[src/rtl/field_serializer.sv]
// Protobuf field serializer: emits tag, fetches the field from memory,
// then emits the value as varint or fixed32/fixed64 bytes.
package field_serializer_pkg;
  typedef struct packed {
    logic [28:0] field_id;
    logic [63:0] offset;
    logic        nested;
    logic [2:0]  field_type;
  } table_entry_t;
endpackage

module field_serializer
  import field_serializer_pkg::*;
(
  input  logic         clk,
  input  logic         reset,
  input  table_entry_t entry_in,
  input  logic         entry_valid,
  input  logic [63:0]  cpp_base_addr,
  output logic         ser_ready,
  output logic         ser_done,
  output logic         mem_req,
  output logic [63:0]  mem_addr,
  input  logic [63:0]  mem_rdata,
  input  logic         mem_rvalid,
  output logic [7:0]   out_byte,
  output logic         out_byte_valid,
  input  logic         out_byte_ready
);

  typedef enum logic [2:0] {
    S_IDLE, S_TAG, S_MREQ, S_MWAIT, S_VALUE, S_DONE
  } state_e;

  state_e      state_q, state_d;
  logic [63:0] sh_q, sh_d;
  logic [63:0] addr_q, addr_d;
  logic [2:0]  wt_q, wt_d;
  logic [2:0]  cnt_q, cnt_d;

  logic        fixed;
  logic        last;
  logic        xfer;
  logic [2:0]  wt_in;

  // Fixed encodings count bytes; varint ends when no bits remain above the group.
  assign fixed = (state_q == S_VALUE) &&
                 ((wt_q == 3'd1) || (wt_q == 3'd5));
  assign last  = fixed ? (cnt_q == 3'd0) : (sh_q[63:7] == 57'd0);

  assign ser_ready      = ~reset & (state_q == S_IDLE);
  assign ser_done       = ~reset & (state_q == S_DONE);
  assign mem_req        = ~reset & (state_q == S_MREQ);
  assign mem_addr       = reset ? 64'd0 : addr_q;
  assign out_byte_valid = ~reset &
                          ((state_q == S_TAG) | (state_q == S_VALUE));
  assign xfer           = out_byte_valid & out_byte_ready;

  // Current byte comes straight from the shift register, so it holds under stall.
  always_comb begin
    out_byte = 8'd0;
    if (out_byte_valid) begin
      out_byte = fixed ? sh_q[7:0] : {~last, sh_q[6:0]};
    end
  end

  // Wire type of the incoming entry; nested overrides field_type.
  always_comb begin
    wt_in = 3'd0;
    if (entry_in.nested) begin
      wt_in = 3'd2;
    end else if (entry_in.field_type == 3'd1) begin
      wt_in = 3'd1;
    end else if (entry_in.field_type == 3'd5) begin
      wt_in = 3'd5;
    end
  end

  // Next-state and datapath updates.
  always_comb begin
    state_d = state_q;
    sh_d    = sh_q;
    addr_d  = addr_q;
    wt_d    = wt_q;
    cnt_d   = cnt_q;
    case (state_q)
      S_IDLE: begin
        if (entry_valid) begin
          wt_d   = wt_in;
          addr_d = cpp_base_addr + entry_in.offset;
          sh_d   = {32'd0, entry_in.field_id, wt_in};
          if (entry_in.field_id == 29'd0) begin
            state_d = S_DONE;
          end else begin
            state_d = S_TAG;
          end
        end
      end
      S_TAG: begin
        if (xfer) begin
          if (last) begin
            state_d = (wt_q == 3'd2) ? S_DONE : S_MREQ;
          end else begin
            sh_d = sh_q >> 7;
          end
        end
      end
      S_MREQ: begin
        state_d = S_MWAIT;
      end
      S_MWAIT: begin
        if (mem_rvalid) begin
          if (wt_q == 3'd5) begin
            sh_d  = {32'd0, mem_rdata[31:0]};
            cnt_d = 3'd3;
          end else begin
            sh_d  = mem_rdata;
            cnt_d = 3'd7;
          end
          state_d = S_VALUE;
        end
      end
      S_VALUE: begin
        if (xfer) begin
          if (last) begin
            state_d = S_DONE;
          end else begin
            sh_d  = fixed ? (sh_q >> 8) : (sh_q >> 7);
            cnt_d = cnt_q - 3'd1;
          end
        end
      end
      S_DONE: begin
        state_d = S_IDLE;
      end
      default: begin
        state_d = S_IDLE;
      end
    endcase
  end

  // State registers with synchronous reset.
  always_ff @(posedge clk) begin
    if (reset) begin
      state_q <= S_IDLE;
      sh_q    <= 64'd0;
      addr_q  <= 64'd0;
      wt_q    <= 3'd0;
      cnt_q   <= 3'd0;
    end else begin
      state_q <= state_d;
      sh_q    <= sh_d;
      addr_q  <= addr_d;
      wt_q    <= wt_d;
      cnt_q   <= cnt_d;
    end
  end

endmodule

[config.mk]
export PLATFORM = sky130hd
export DESIGN_NAME = field_serializer
export DESIGN_NICKNAME = d
export VERILOG_FILES = /design/src/rtl/field_serializer.sv
export SDC_FILE = /design/constraint.sdc
export NUM_CORES = 1
export LEC_CHECK = 0
export ABC_AREA = 1
export CORE_UTILIZATION = 45
export DETAILED_ROUTE_END_ITERATION = 16
export GPL_TIMING_DRIVEN = 0
export PLACE_DENSITY = 0.82
export SLEW_MARGIN = 20
export SYNTH_ARGS = -nofsm -noshare
export SYNTH_HDL_FRONTEND = slang
export SYNTH_SLANG_ARGS = --single-unit
[constraint.sdc]
create_clock -name clk -period 2.4 [get_ports clk]
set_input_delay 0.72 -clock clk [delete_from_list [all_inputs] [get_ports clk]]
set_output_delay 0.72 -clock clk [all_outputs]
set_load 0.02 [all_outputs]
---- Word level (Yosys, flattened, before mapping) ----
Index checks and enable logic that the tools add are counted.
operators by class
  $add $sub $neg .......................... 2
  reductions and logical operators ........ 12
  bitwise gates (word level) .............. 8
  mux-type cells .......................... 30
  equal/unequal tests ..................... 18
operators by type and width
  kind                                              number
  two-way mux 64 bit                                8
  one-hot mux 64 bit (4 select lines)               1
  adder 64 bit                                      1
  zero test 57 bit                                  1
  two-way mux 57 bit                                1
  two-way mux 3 bit                                 15
  zero test 29 bit                                  1
  two-way mux 8 bit                                 2
  != test 2 bit, second input constant              8
  one-hot mux 3 bit (5 select lines)                1
  == test 3 bit, second input constant              4
  == test 3 x 1 -> 1 bit, second input constant     3
  == test 3 x 2 -> 1 bit, second input constant     3
  AND reduction 7 bit                               1
  zero test 3 bit                                   2
  one-hot mux 3 bit (2 select lines)                1
  AND reduction 6 bit                               1
  AND 1 bit                                         5
  AND reduction 4 bit                               1
  nonzero test 4 bit                                1
  subtractor 3 x 1 -> 3 bit, second input constant  1
  inverter 1 bit                                    2
  AND reduction 2 bit                               1
  nonzero test 2 bit                                1
  other kinds (4)                                   4
storage, ports and cells
  input bits .............................. 230
  logic and storage cells ................. 75
  output and inout bits ................... 76
  flip-flop bits (word level) ............. 137

---- Longest topological paths before layout ----
  depth in word-level cells ............... 7
  depth in mapped cells ................... 17
  depth with buffers taken out ............ 17

---- Least setup slack after synthesis ----
OpenSTA, ideal clock, no wires.
  path kind ............................... input to output
  start point ............................. input reset
  end point ............................... output ser_done
  stages .................................. 3
  buffers on the path ..................... 2
  data required time ...................... 1.680 ns
  arrival time ............................ 1.834 ns
  slack ................................... -0.154 ns
  cell sequence ........................... clkbuf_1 clkbuf_1 nor4_1
on the way
  cells in the longest elaborated chain, start to end .. 2
RTL lines
  item             RTL line  source
  start, declared  16        input logic reset,
  inverter 1 bit   52        assign ser_done = ~reset & (state_q == S_DONE);
  AND 1 bit        52
  end, declared    21        output logic ser_done,
Every way passes these cells.

---- Worst setup path in the final report ----
  start point ............................. register sh_q[17]
  end point ............................... output out_byte[7]
on the way
  cells in the longest elaborated chain, start to end .. 5
RTL lines
  item                    RTL line  source
  start, declared         36        logic [63:0] sh_q, sh_d;
  start signal, assigned  146       sh_q <= 64'd0;
  start signal, assigned  152       sh_q <= sh_d;
  zero test 57 bit        49        assign last = fixed ? (cnt_q == 3'd0) : (sh_q[63:7] == 57'd0);
  two-way mux 1 bit       49
  inverter 1 bit          63        out_byte = fixed ? sh_q[7:0] : {~last, sh_q[6:0]};
  two-way mux 8 bit       63
  two-way mux 8 bit       62        if (out_byte_valid) begin
  end, declared           26        output logic [7:0] out_byte,
Every way passes these cells.

==> out/results.env <==
FAILING_CHECKS='negative setup slack'
SYNTH-EDFF-COUNT=0
SYNTH_TOP_AREA_CELL='sky130_fd_sc_hd__dfxtp_1'
RSZ0062_AT_GRT='true'
ENDPOINT_KIND='output port'
GRT_PASS1_VIAS=16719
CLOCK_INSERTION_DELAY_WORST_SKEW_NS=0.44
FMAX_MHz=398.9
YOSYS.CELL_COUNT.TOP_TYPE='sky130_fd_sc_hd__nand2_1'
CLK_ROOT_BUFFER_CELL='sky130_fd_sc_hd__clkbuf_16'
REPORT.FINAL.HOLD_VIOL_COUNT=0
SKEW_NS=0.007864
TOTAL_VIA_COUNT_AFTER_DETAILED_ROUTING=18062
FINAL_CELL_AREA_UM2=20490
CTS_TREE='built'
WORST-SLEW-PIN-TRANSITION_NS=0.7185
DP_HPWL_UM=45970
WORST_EP_REQUIRED_TIME_NS=1.68
CTS_HOLD_REPAIR.BUFFERS=0
POST_SYNTH_INSTANCE_AREA_UM2=13720
BOUNDARYPINS=306
DIEWIDTH_UM=176.6
POSTPLACECELLAREA_UM2=17270
NUM-FILL-CELLS=2591
CLKSINKCOUNT=137
SYNTH_AREA_PER_CELL_UM2=5.476
FINAL.SETUP.WORST_SLACK_NS=-0.1069
DIODES=0
AVGVIACOUNTPERCELL=5.508
SYNTHTOPCELLSBYCOUNT='726 x sky130_fd_sc_hd__nand2_1, 442 x sky130_fd_sc_hd__inv_1, 381 x sky130_fd_sc_hd__nor2_1'
PORT_BUFS=304
FLOW.AREA_GROWTH_FROM_SYNTHESIS_PCT=49.28
CTS_MADE_BUFFERS=17
SEQUENTIAL_CELL_AREA_FRACTION_IN_THE_YOSYS_REPORT_PCT=19.99
STATUS='complete, but fails checks'
REMAINING_DRC_ERRORS=0
POWER-PER-CELL-AREA_nW_PER_UM2=945.7
PROPORTION_OF_NETLIST_AREA_HELD_BY_THE_LARGEST_AREA_CONTRIBUTOR_PCT=19.99
ROW_COUNT=63
CLK_BUF_DEPTH=2
YOSYS.CELL_TYPES.COUNT=45
FINALWEIGHTEDCONGESTION=0.9937
CORE_AREA_UM2=29800
GRT_FIRST_PASS_WIRELENGTH_UM=88350
DOMINANTREGCELLSYNTH='sky130_fd_sc_hd__dfxtp_1'
FINALPOWER_mW=19.37
DIE_EXTENT_IN_Y_UM=176.6
CRITICAL_PATH_CLASS='reg -> out'
HOLDCRITPATHCLASS='reg -> reg'
GLOBALROUTEOVERFLOWTOTAL=0
SYNTH_FP_NETS=2802
DRIVE_GT1_SHARE_PCT=21.70
SLEW_HEADROOM_PCT=52.10
INITIAL_CORE_UTIL_PCT=46.06
DETAILED_ROUTE_WIRE_LENGTH_PER_CELL_UM=18.53
TIMING.FINAL.MAX_SLEW_VIOLATIONS=0
TIMING.FINAL.CRIT_SHARE_PCT=104.5
ROUTE.FINAL.WIRE_LENGTH_UM=60750
WORST_SETUP_PATH_START_KIND='flip-flop'
CLK_PIN_SLEW_WORST_PATHS_NS=0.06
CP.ARRIVAL_NS=1.79
GLOBAL_ROUTE.USAGE.TOTAL_PCT=36.56
ANTENNA_VIOLATIONS_BEFORE_REPAIR=0
SYNTHARSTFLOPSHARE_PCT=0
DP_WORST_SETUP_SLACK_NS=-1.070
POSTSYNTHCELLCOUNT=2506
YS_SEQ_ELEMENTS=137
MAX_STAGE_DELAY_NS=0.36
MAX_STAGE_DELAY_CELL_WORST_PATH='sky130_fd_sc_hd__dfxtp_4'
SETUP_VIOL=3
PERIOD_NEEDED_NS=2.507
YOSYS_WARNINGS=0
IR_WORST_VDD_mV=0.7292
CTS_HTREE_LEVELS=4
CRITICAL_PATH.MOST_COMMON_CELL='sky130_fd_sc_hd__nor2_4'
DR.FIRST_ITER.DRC_COUNT=1782
STATIC-LEAKAGE-POWER_nW=10.57
CRIT_PATH_CELLS='nor2_4 > nand3_2 > nor2_4 > nand2_2 > nor2_4 > nand3_2 > o311ai_4 > inv_1 > buf_6'
DIE-AREA_UM2=31200
FINAL_NET_COUNT=3173
MAX_CAP_VIOLATIONS=0
FINAL_ANTENNA_NET_COUNT=0
SYNTH_AREA_LEADERS='sky130_fd_sc_hd__dfxtp_1 20%, sky130_fd_sc_hd__nand2_1 20%, sky130_fd_sc_hd__inv_1 12%'
FIRSTDRTPASSITERS=6
FINAL_CORE_OCC_PCT=68.75
TIMING.CRITICAL_PATH.FANOUT_MAX=3
GRT_START_MAX_NET_PINS=20
[where the power goes]
part / switching, mW / total (mW) / internal [mW]
registers: 0.752 / 4.01 / 3.25
clock network: 1.06 / 2.80 / 1.74
logic: 7.98 / 12.6 / 4.59
[through the flow]
| step | hold slack (ns) | TNS, ns | cells |
|---|---|---|---|
| floorplan | 0.4303 | 0 | 2506 |
| CTS | 0.4592 | -0.3507 | 3245 |
| global route | 0.4850 | -1.544 | 3279 |
| finish | 0.4555 | -0.1514 | 3279 |
| detailed placement | 0.4487 | -113.72 | 3200 |
| global placement | 0.4402 | -112.24 | 3200 |
[critical path: cells and delay by family, from the launching register on]
family                 cells  cell delay (ns)
AND/OR/NAND/NOR            6             0.67
flip-flops                 1             0.36
buffers and inverters      2             0.21
AO/OA/AOI/OAI              1             0.10
[flip-flops by register name (all words and copies together), names as in the netlist]
signal,flops
addr_q,64
cnt_q,3
sh_q,64
state_q,3
wt_q,3
[placed cells by master, fill, tap and decap left out, types with 16 or more instances in the layout]
cell type                         instances
sky130_fd_sc_hd__nand2_1                601
sky130_fd_sc_hd__inv_1                  421
sky130_fd_sc_hd__nor2_1                 291
sky130_fd_sc_hd__clkdlybuf4s50_1        141
sky130_fd_sc_hd__o21ai_0                135
sky130_fd_sc_hd__a21oi_1                128
sky130_fd_sc_hd__dfxtp_1                116
sky130_fd_sc_hd__nand2_2                100
sky130_fd_sc_hd__buf_4                   74
sky130_fd_sc_hd__nand3_1                 73
sky130_fd_sc_hd__dlymetal6s2s_1          73
sky130_fd_sc_hd__nand4_1                 72
sky130_fd_sc_hd__ha_4                    55
sky130_fd_sc_hd__nor2_4                  49
sky130_fd_sc_hd__nor2_2                  48
sky130_fd_sc_hd__buf_2                   42
sky130_fd_sc_hd__a21oi_2                 35
sky130_fd_sc_hd__clkbuf_1                33
sky130_fd_sc_hd__dlygate4sd2_1           32
sky130_fd_sc_hd__nand2_4                 29
sky130_fd_sc_hd__nand3_2                 29
sky130_fd_sc_hd__xor2_1                  29
sky130_fd_sc_hd__inv_2                   26
sky130_fd_sc_hd__buf_6                   22
sky130_fd_sc_hd__o22ai_1                 17
sky130_fd_sc_hd__clkbuf_16               17
sky130_fd_sc_hd__dfxtp_2                 16
[final cells by class]
type	count	area, um^2	share of cell area (%)
clock inverter	10	140.1	0.6841
multi-input combinational	1821	10940	53.39
timing repair buffer	354	3353	16.37
tap	390	488.0	2.382
inverter	450	1692	8.257
sequential	137	2781	13.58
buffer	96	614.3	2.999
clock buffer	21	480.5	2.345
[worst paths after layout]
kind / startpoint / endpoint / slack (ns) / cells after the start
max: sh_q[17] / out_byte[7] / -0.11 / 9
min: addr_q[2] / addr_q[2] / 0.46 / 2
max reg2reg: state_q[1] / sh_q[16] / 0.13 / 12
min reg2reg: addr_q[2] / addr_q[2] / 0.46 / 2
[routing by layer]
layer	vias to the layer above	track usage (%)	wire, um
met1	8265	43.61	23220
met3	214	4.532	4848
li1	8608	-	-
met2	975	64.61	29400
met4	0	17.53	3282
met5	-	0	0
[logic make-up after synthesis]
| kind of cell | after synthesis | synth area share (%) |
|---|---|---|
| DFF | 137 | 19.99 |
| adders and majority gates | 66 | 6.072 |
| buffers and inverters | 548 | 16.27 |
| xor gates and xnor gates | 35 | 2.234 |
| and+or+nand+nor | 1337 | 40.23 |
| AOI/OAI and AO/OA | 383 | 15.21 |
[what timing repair did]
item | in CTS | in global routing
pin swaps | 36 | 116
cloned | 0 | 0
endpoints found under the setup margin | 124 | 92
buffers inserted | 16 | 34
gates resized for setup | 503 | 424
Power figures use the tool's default switching activity.
